`src/rtl/reg_writeback.sv`:
```
// Register-file write-port arbiter: ALU results and in-order load returns
// share one write port; a tag FIFO tracks outstanding load destinations.
module reg_writeback #(
  parameter int LQ_DEPTH = 2
) (
  input  logic        Clk,
  input  logic        Rst,
  input  logic        AluWre,
  input  logic [3:0]  AluReg,
  input  logic [15:0] AluData,
  input  logic        LoadIssue,
  input  logic [3:0]  LoadReg,
  input  logic        LoadValid,
  input  logic [15:0] LoadData,
  output logic        LoadAccept,
  output logic        Stall,
  output logic        RegWre,
  output logic [3:0]  WriteReg,
  output logic [15:0] WriteData,
  output logic [15:0] Busy,
  output logic        Err
);

  localparam int PW = $clog2(LQ_DEPTH);
  localparam int CW = PW + 1;
  localparam logic [CW-1:0] FULL = CW'(LQ_DEPTH);

  logic [3:0]    tags [LQ_DEPTH];
  logic [PW-1:0] wr_ptr;
  logic [PW-1:0] rd_ptr;
  logic [CW-1:0] count;
  logic [CW-1:0] count_nx;
  logic [CW-1:0] pend    [16];
  logic [CW-1:0] pend_nx [16];
  logic [15:0]   busy_nx;
  logic [3:0]    head;
  logic          push;
  logic          pop;
  logic          empty;
  logic          err_nx;

  assign head  = tags[rd_ptr];
  assign empty = (count == '0);

  // Reset gates the accept so memory holds its return across reset.
  assign pop  = LoadValid & ~empty & ~AluWre & ~Rst;
  assign push = LoadIssue & ~Stall;

  assign LoadAccept = pop;

  always_comb begin
    count_nx = count + CW'(push) - CW'(pop);
    busy_nx  = '0;
    for (int r = 0; r < 16; r++) begin
      pend_nx[r] = pend[r]
                 + CW'(push && (LoadReg == 4'(r)))
                 - CW'(pop && (head == 4'(r)));
      busy_nx[r] = (pend_nx[r] != '0);
    end
  end

  always_comb begin
    err_nx = 1'b0;
    if (LoadIssue && Stall)
      err_nx = 1'b1;
    if (LoadValid && empty)
      err_nx = 1'b1;
    if (AluWre && Busy[AluReg])
      err_nx = 1'b1;
  end

  always_ff @(posedge Clk) begin
    if (Rst) begin
      wr_ptr    <= '0;
      rd_ptr    <= '0;
      count     <= '0;
      Stall     <= 1'b0;
      Busy      <= '0;
      Err       <= 1'b0;
      for (int r = 0; r < 16; r++)
        pend[r] <= '0;
    end else begin
      if (push) begin
        tags[wr_ptr] <= LoadReg;
        wr_ptr       <= wr_ptr + PW'(1);
      end
      if (pop)
        rd_ptr <= rd_ptr + PW'(1);
      count <= count_nx;
      Stall <= (count_nx == FULL);
      Busy  <= busy_nx;
      Err   <= Err | err_nx;
      for (int r = 0; r < 16; r++)
        pend[r] <= pend_nx[r];
    end
  end

  always_ff @(posedge Clk) begin
    if (Rst) begin
      RegWre    <= 1'b0;
      WriteReg  <= '0;
      WriteData <= '0;
    end else begin
      unique case (1'b1)
        AluWre: begin
          RegWre    <= 1'b1;
          WriteReg  <= AluReg;
          WriteData <= AluData;
        end
        pop: begin
          RegWre    <= 1'b1;
          WriteReg  <= head;
          WriteData <= LoadData;
        end
        default: RegWre <= 1'b0;
      endcase
    end
  end

endmodule

```
`config.mk`:
```
export PLATFORM = sky130hd
export DESIGN_NAME = reg_writeback
export DESIGN_NICKNAME = d
export VERILOG_FILES = /design/src/rtl/reg_writeback.sv
export SDC_FILE = /design/constraint.sdc
export NUM_CORES = 1
export LEC_CHECK = 0
export CAP_MARGIN = 10
export CORE_MARGIN = 2
export CORE_UTILIZATION = 40
export CTS_CLUSTER_SIZE = 12
export DETAILED_ROUTE_END_ITERATION = 6
export HOLD_SLACK_MARGIN = 0.1
export PLACE_DENSITY = 0.69
export SLEW_MARGIN = 5
export SYNTH_ARGS = -nofsm -noshare
export SYNTH_HDL_FRONTEND = slang
export SYNTH_SLANG_ARGS = --single-unit
```
`constraint.sdc`:
```
create_clock -name Clk -period 6.4 [get_ports Clk]
set_input_delay 1.28 -clock Clk [delete_from_list [all_inputs] [get_ports Clk]]
set_output_delay 1.28 -clock Clk [all_outputs]
set_load 0.02 [all_outputs]
```
==> metrics.cfg, run 1 <==
[worst_setup_path]
worstPathArrival_ns=3.14
crit_chain=clkdlybuf4s50_1, nor3_2, clkdlybuf4s50_1
max_stage_delay_ns=0.72
cpMostUsedCell=clkdlybuf4s50_1
crit_path_end_kind=output pin
critPathRequiredTime_ns=5.12
crit_type=input port to output pin
ff2ff_path_depth=10
startpoint_type=input port
slowest_stage=clkdlybuf4s50_1
crit_start=AluWre
crit_path_max_fanout=12

[die]
die_y_um=103
core_area_mm2=0.00968
core.rowCount=36
start_util_pct=40.8
die_area_mm2=0.0107
die_w_um=103
boundaryPins=85

[clocking]
cts_tree=built
clkLatencyLatePin_ns=0.35
clock_sinks=84
h-tree-depth=3
postCtsSetupRepairBufs=0
cts-root-buf=clkbuf_8
cts_hold_buf=0
ctsResizeCount=0
numCtsBuffers=9
clk_pin_slew_ns=0.09
clock_path_buffers=2

[status]
outcome=finished, final reports clean

[global_routing]
use_met1_pct=24.2
groute.layer.met2.usage_pct=27.0
grt_pass1_wl_um=14200
grt_use_total_pct=17.4
grt_pass1_vias=2979
grt_overflow=0
top_usage_layer=met2
grt_max_degree=65
grt_util_met3_pct=2.62
antenna_found_initial=0

[route]
drt-initial-drc-count=163
vias_per_cell=4.71
drt-total-wl_um=8820
num_vias=2957
drc=0
drt_pass1_iterations=4
wire_per_inst_um=14.0
ant_nets=0

[layout]
syn2layout_area_growth_pct=30.1
drive_above_1_share_pct=5.25
final_nets=569
final_cell_mix=clkdlybuf4s50_1 (83), dfxtp_1 (76), nor2_1 (69)
final_common_cell=clkdlybuf4s50_1
stdcell_count=628
fin_util_pct=53.2
nFillCells=892
diodes=0

[power_and_ir_drop]
power.density_mw_per_mm2=237
leakagePower_nw=2.25
peakVddDrop_v=0.000135

[timing]
setup_slack_ns=1.98
hold_viol=0
min_period_ns=4.42
setup_viol=0
fin_skew_ns=0.00846
period_share_pct=69.1
fmax_mhz=226
rsz0062_at_grt=false
tns_ns=0
finalMaxSlewViolations=0
relSlewSlack_pct=40.4
worst_pin_slew_ns=0.889

[place]
io_buffers=84
placed_cells=611
hpwlAfterDp_um=6460
pre_cts_ws_ns=1.98
gp_congestion=0.744

[synth]
synthesis.nets=488
yosys_warnings=0
netlist_area_mm2=0.00396
synth_cells=409
ys_ff_latch=84
avgSynthCellArea_um2=9.67
yosys.cell_types.count=40
yosysSeqAreaShare_pct=44.5

[worst_hold_path]
min_path_cells=2
hold_class=flip-flop to flip-flop
holdCritStartpoint=rd_ptr

[run]
cap_violations=0

-- registers in the layout (all words and copies together), names as in the netlist, named ones only --
name,flops
RegWre,1
Err,1
WriteReg,4
pend,32
Stall,1
count,2
Busy,16
wr_ptr,1
WriteData,16
tags,8
rd_ptr,1
-- worst max-delay path, delay by kind of cell --
family	cells	cell delay [ns]
buffers and inverters	2	1.33
AND/OR/NAND/NOR	1	0.53
-- cells in the mapped netlist --
cell	n	area share, %
dfxtp_1	76	38
nor2_1	70	6.6
inv_1	36	3.4
ha_1	34	11
mux2i_1	19	4.8
nor2b_1	19	3.0
xnor2_1	18	4.0
xor2_1	18	4.0
or2_1	17	2.7
a211oi_1	16	3.0
nand2_1	13	1.2
clkbuf_1	10	0.95
a21oi_1	8	1.0
edfxtp_1	8	6.1
nor3_1	7	0.89
mux2_2	4	1.1
nand2b_1	4	0.63
a211o_1	3	0.66
buf_2	3	0.38
a2111oi_0	2	0.44
mux4_1	2	1.3
nand3_1	2	0.25
nor3b_1	2	0.38
or3_1	2	0.32
a221oi_1	1	0.22
a32o_1	1	0.25
and2_1	1	0.16
and2b_1	1	0.19
buf_1	1	0.095
buf_4	1	0.19
buf_6	1	0.28
clkinv_1	1	0.095
mux4_2	1	0.57
nand3b_1	1	0.19
nand4b_1	1	0.22
nor3_2	1	0.25
nor4_1	1	0.16
o2bb2ai_1	1	0.22
o31ai_1	1	0.19
or3b_1	1	0.22
-- layer usage --
layer / wire (um) / share of wire (%) / vias up
li1: - / - / 1512
met1: 4220 / 48 / 1394
met2: 4180 / 47 / 43
met3: 270 / 3.1 / 8
met4: 144 / 1.6 / 0
met5: 0 / 0 / -
-- worst paths after layout --
| check | to | slack (ns) |
|---|---|---|
| hold / removal | flip-flop | 0.54 |
| setup reg to reg | Busy[3] | 3.77 |
| setup / recovery | LoadAccept | 1.98 |
| hold reg to reg | flip-flop | 0.54 |
-- metrics by stage --
stage | power (W) | area, um^2 | hold slack, ns
finish | 0.00122 | 5150 | 0.541
global route | 0.00128 | 5150 | 0.574
CTS | 0.00123 | 5140 | 0.542
detailed placement | 0.000785 | 4890 | 0.515
global placement | 0.000782 | 4890 | 0.498
floorplan | 0.000697 | 3960 | 0.481
-- layout make-up --
type / instances / area (um^2) / area share [%]
Multi-Input combinational cell: 272 / 1980 / 38.5
Sequential cell: 84 / 1760 / 34.2
Timing Repair Buffer: 86 / 855 / 16.6
Tap cell: 133 / 166 / 3.23
Clock buffer: 11 / 163 / 3.16
Inverter: 37 / 139 / 2.70
Clock inverter: 5 / 81.3 / 1.58
-- cell families (layout without fill, tap and decap cells) --
| logic type | after synthesis | count (layout) | synth area share, % |
|---|---|---|---|
| xor gates and xnor gates | 36 | 36 | 7.97 |
| AOI/OAI and AO/OA | 33 | 33 | 6.04 |
| muxes | 26 | 26 | 7.85 |
| buffers and inverters | 53 | 139 | 5.41 |
| adders and majority gates | 34 | 34 | 10.8 |
| DFF | 84 | 84 | 44.5 |
| and+or+nand+nor | 143 | 143 | 17.4 |
-- report_power, final --
part	internal [W]	switching [W]	total [W]
clock	0.000254	0.000195	0.000449
combinational	0.0000970	0.000101	0.000198
sequential	0.000559	0.0000161	0.000575
total	0.000910	0.000312	0.00122
Power figures use the tool's default switching activity.
==> run 2: changes to the inputs <==
==> constraint.sdc (replaced) <==
create_clock -name Clk -period 4.1 [get_ports Clk]
set_input_delay 0.82 -clock Clk [delete_from_list [all_inputs] [get_ports Clk]]
set_output_delay 0.82 -clock Clk [all_outputs]
set_load 0.02 [all_outputs]
==> metrics.cfg, run 2 (synthesis gave the netlist of run 1 again) <==
[route]
ant_nets=0  ; unchanged
maxUsedRoutingLayer=met4  ; unchanged
drt-total-wl_um=8720  ; was 8820 um
num_vias=2955  ; was 2957
wire_per_inst_um=13.8  ; was 14.0 um
drc=0  ; unchanged
vias_per_cell=4.69  ; was 4.71
drt-initial-drc-count=159  ; was 163
drt_pass1_iterations=4  ; unchanged
dr_wl_met2_um=4180  ; about the same
wl_met1_um=4050  ; was 4220 um
wl_met3_um=386  ; was 270 um

[clocking]
clock_path_buffers=2  ; unchanged
postCtsSetupRepairBufs=0  ; unchanged
cts-root-buf=clkbuf_8  ; unchanged
cts_hold_buf=0  ; unchanged
cts_tree=built  ; unchanged
ctsResizeCount=0  ; unchanged
numCtsBuffers=9  ; unchanged
clk_pin_slew_ns=0.08  ; was 0.09 ns
clkLatencyLatePin_ns=0.36  ; was 0.35 ns
clock_sinks=84  ; unchanged
h-tree-depth=3  ; unchanged

[worst_setup_path]
ff2ff_path_depth=11  ; was 10
crit_path_end_kind=output pin  ; unchanged
slowest_stage=clkdlybuf4s50_1  ; unchanged
worstPathArrival_ns=2.69  ; was 3.14 ns
critPathRequiredTime_ns=3.28  ; was 5.12 ns
rr_endpoint=Busy[11]  ; was Busy[3]
crit_path_max_fanout=7  ; was 12
crit_type=input port to output pin  ; unchanged
crit_chain=clkdlybuf4s50_1, nand2b_1, nor3_2, clkdlybuf4s50_1  ; was clkdlybuf4s50_1, nor3_2, clkdlybuf4s50_1
r2r_slack_ns=1.47  ; was 3.77 ns
cpMostUsedCell=clkdlybuf4s50_1  ; unchanged
max_stage_delay_ns=0.75  ; was 0.72 ns
startpoint_type=input port  ; unchanged

[timing]
period_share_pct=85.7
setup_viol=0  ; unchanged
setup_slack_ns=0.588  ; was 1.98 ns
rsz0062_at_grt=false  ; unchanged
hold_viol=0  ; unchanged
fin_skew_ns=0.0149  ; was 0.00846 ns
worst_pin_slew_ns=0.906  ; was 0.889 ns
finalMaxSlewViolations=0  ; unchanged
min_period_ns=3.51
relSlewSlack_pct=39.2  ; was 40.4%
fmax_mhz=285
tns_ns=0  ; unchanged

[status]
outcome=finished, final reports clean  ; unchanged

[global_routing]
antenna_found_initial=0  ; unchanged
grt_pass1_vias=2841  ; was 2979
grt_pass1_wl_um=13800  ; was 14200 um
grt_use_total_pct=16.9  ; was 17.4%
grt_max_degree=65  ; unchanged
grt_overflow=0  ; unchanged

[layout]
reg_top3=pend x32, Busy x16, WriteData x16  ; unchanged
multi_input_comb_area_mm2=0.00198  ; unchanged
diodes=0  ; unchanged
stdcell_count=630  ; was 628
drive_above_1_share_pct=5.43  ; was 5.25%
final_nets=571  ; was 569
register_area_mm2=0.00176  ; unchanged
nFillCells=865  ; was 892
largest_register=pend  ; unchanged
final_common_cell=clkdlybuf4s50_1  ; unchanged
syn2layout_area_growth_pct=29.5  ; was 30.1%
largest_reg_flops=32  ; unchanged
final_cell_mix=clkdlybuf4s50_1 (83), dfxtp_1 (76), nor2_1 (69)  ; unchanged

[die]
die_y_um=103  ; unchanged
die_area_mm2=0.0107  ; unchanged
boundaryPins=85  ; unchanged
core_area_mm2=0.00968  ; unchanged
core.rowCount=36  ; unchanged
start_util_pct=40.8  ; unchanged
die_w_um=103  ; unchanged

[place]
gp_congestion=0.762  ; was 0.744
pre_cts_ws_ns=0.566  ; was 1.98 ns
io_buffers=84  ; unchanged
placed_cells=614  ; was 611
hpwlAfterDp_um=6600  ; was 6460 um

[run]
cap_violations=0  ; unchanged

[worst_hold_path]
holdCritStartpoint=rd_ptr  ; unchanged
min_path_cells=2  ; unchanged
holdPathEnd=rd_ptr
hold_class=flip-flop to flip-flop  ; unchanged

[power_and_ir_drop]
leakagePower_nw=2.25  ; about the same
peakVddDrop_v=0.000143  ; was 0.000135 V
power.density_mw_per_mm2=356  ; was 237 mW/mm^2

[run 2: worst max-delay path by stage]
stage / from / endpoint / cells past startpoint
floorplan: Rst / Busy[8] / 11
global placement: LoadValid / Busy[10] / 12
detailed placement: LoadValid / Busy[11] / 12
CTS: LoadValid / LoadAccept / 4
global route: LoadValid / LoadAccept / 4
finish: LoadValid / LoadAccept / 4
[run 2: layout make-up]
type,count,area share [%]
sequential,84,34.4
multi-input combinational,272,38.7
tap,133,3.25
inverter,37,2.71
clock buffer,10,2.69
clock inverter,6,1.34
timing repair buffer,88,16.9
[run 2: metal layers]
layer | GRT usage [%] | vias to the layer above
met2 | 26.7 | 46
met5 | 0 | -
met4 | 5.06 | 0
li1 | - | 1519
met3 | 4.10 | 10
met1 | 23.1 | 1380
[run 2: power by group]
group	leakage [nW]	switching [W]	total [W]	internal [W]
clock	0.105	0.000310	0.000614	0.000304
combinational	1.45	0.000159	0.000311	0.000152
sequential	0.694	0.0000244	0.000897	0.000872
total	2.25	0.000493	0.00182	0.00133
[run 2: worst max-delay path, delay by kind of cell]
| kind | cells | cell delay [ns] |
|---|---|---|
| AND/OR/NAND/NOR | 2 | 0.60 |
| buffers and inverters | 2 | 1.27 |
[run 2: metrics by stage]
step / utilization, % / instance area (um^2) / hold slack (ns) / power [W]
final: 52.9 / 5120 / 0.529 / 0.00182
after detailed placement: 50.7 / 4910 / 0.507 / 0.00123
after floorplan: - / 3960 / 0.481 / 0.00109
after global routing: 52.9 / 5120 / 0.575 / 0.00191
after global placement: 50.7 / 4910 / 0.495 / 0.00122
after CTS: 52.9 / 5120 / 0.533 / 0.00184
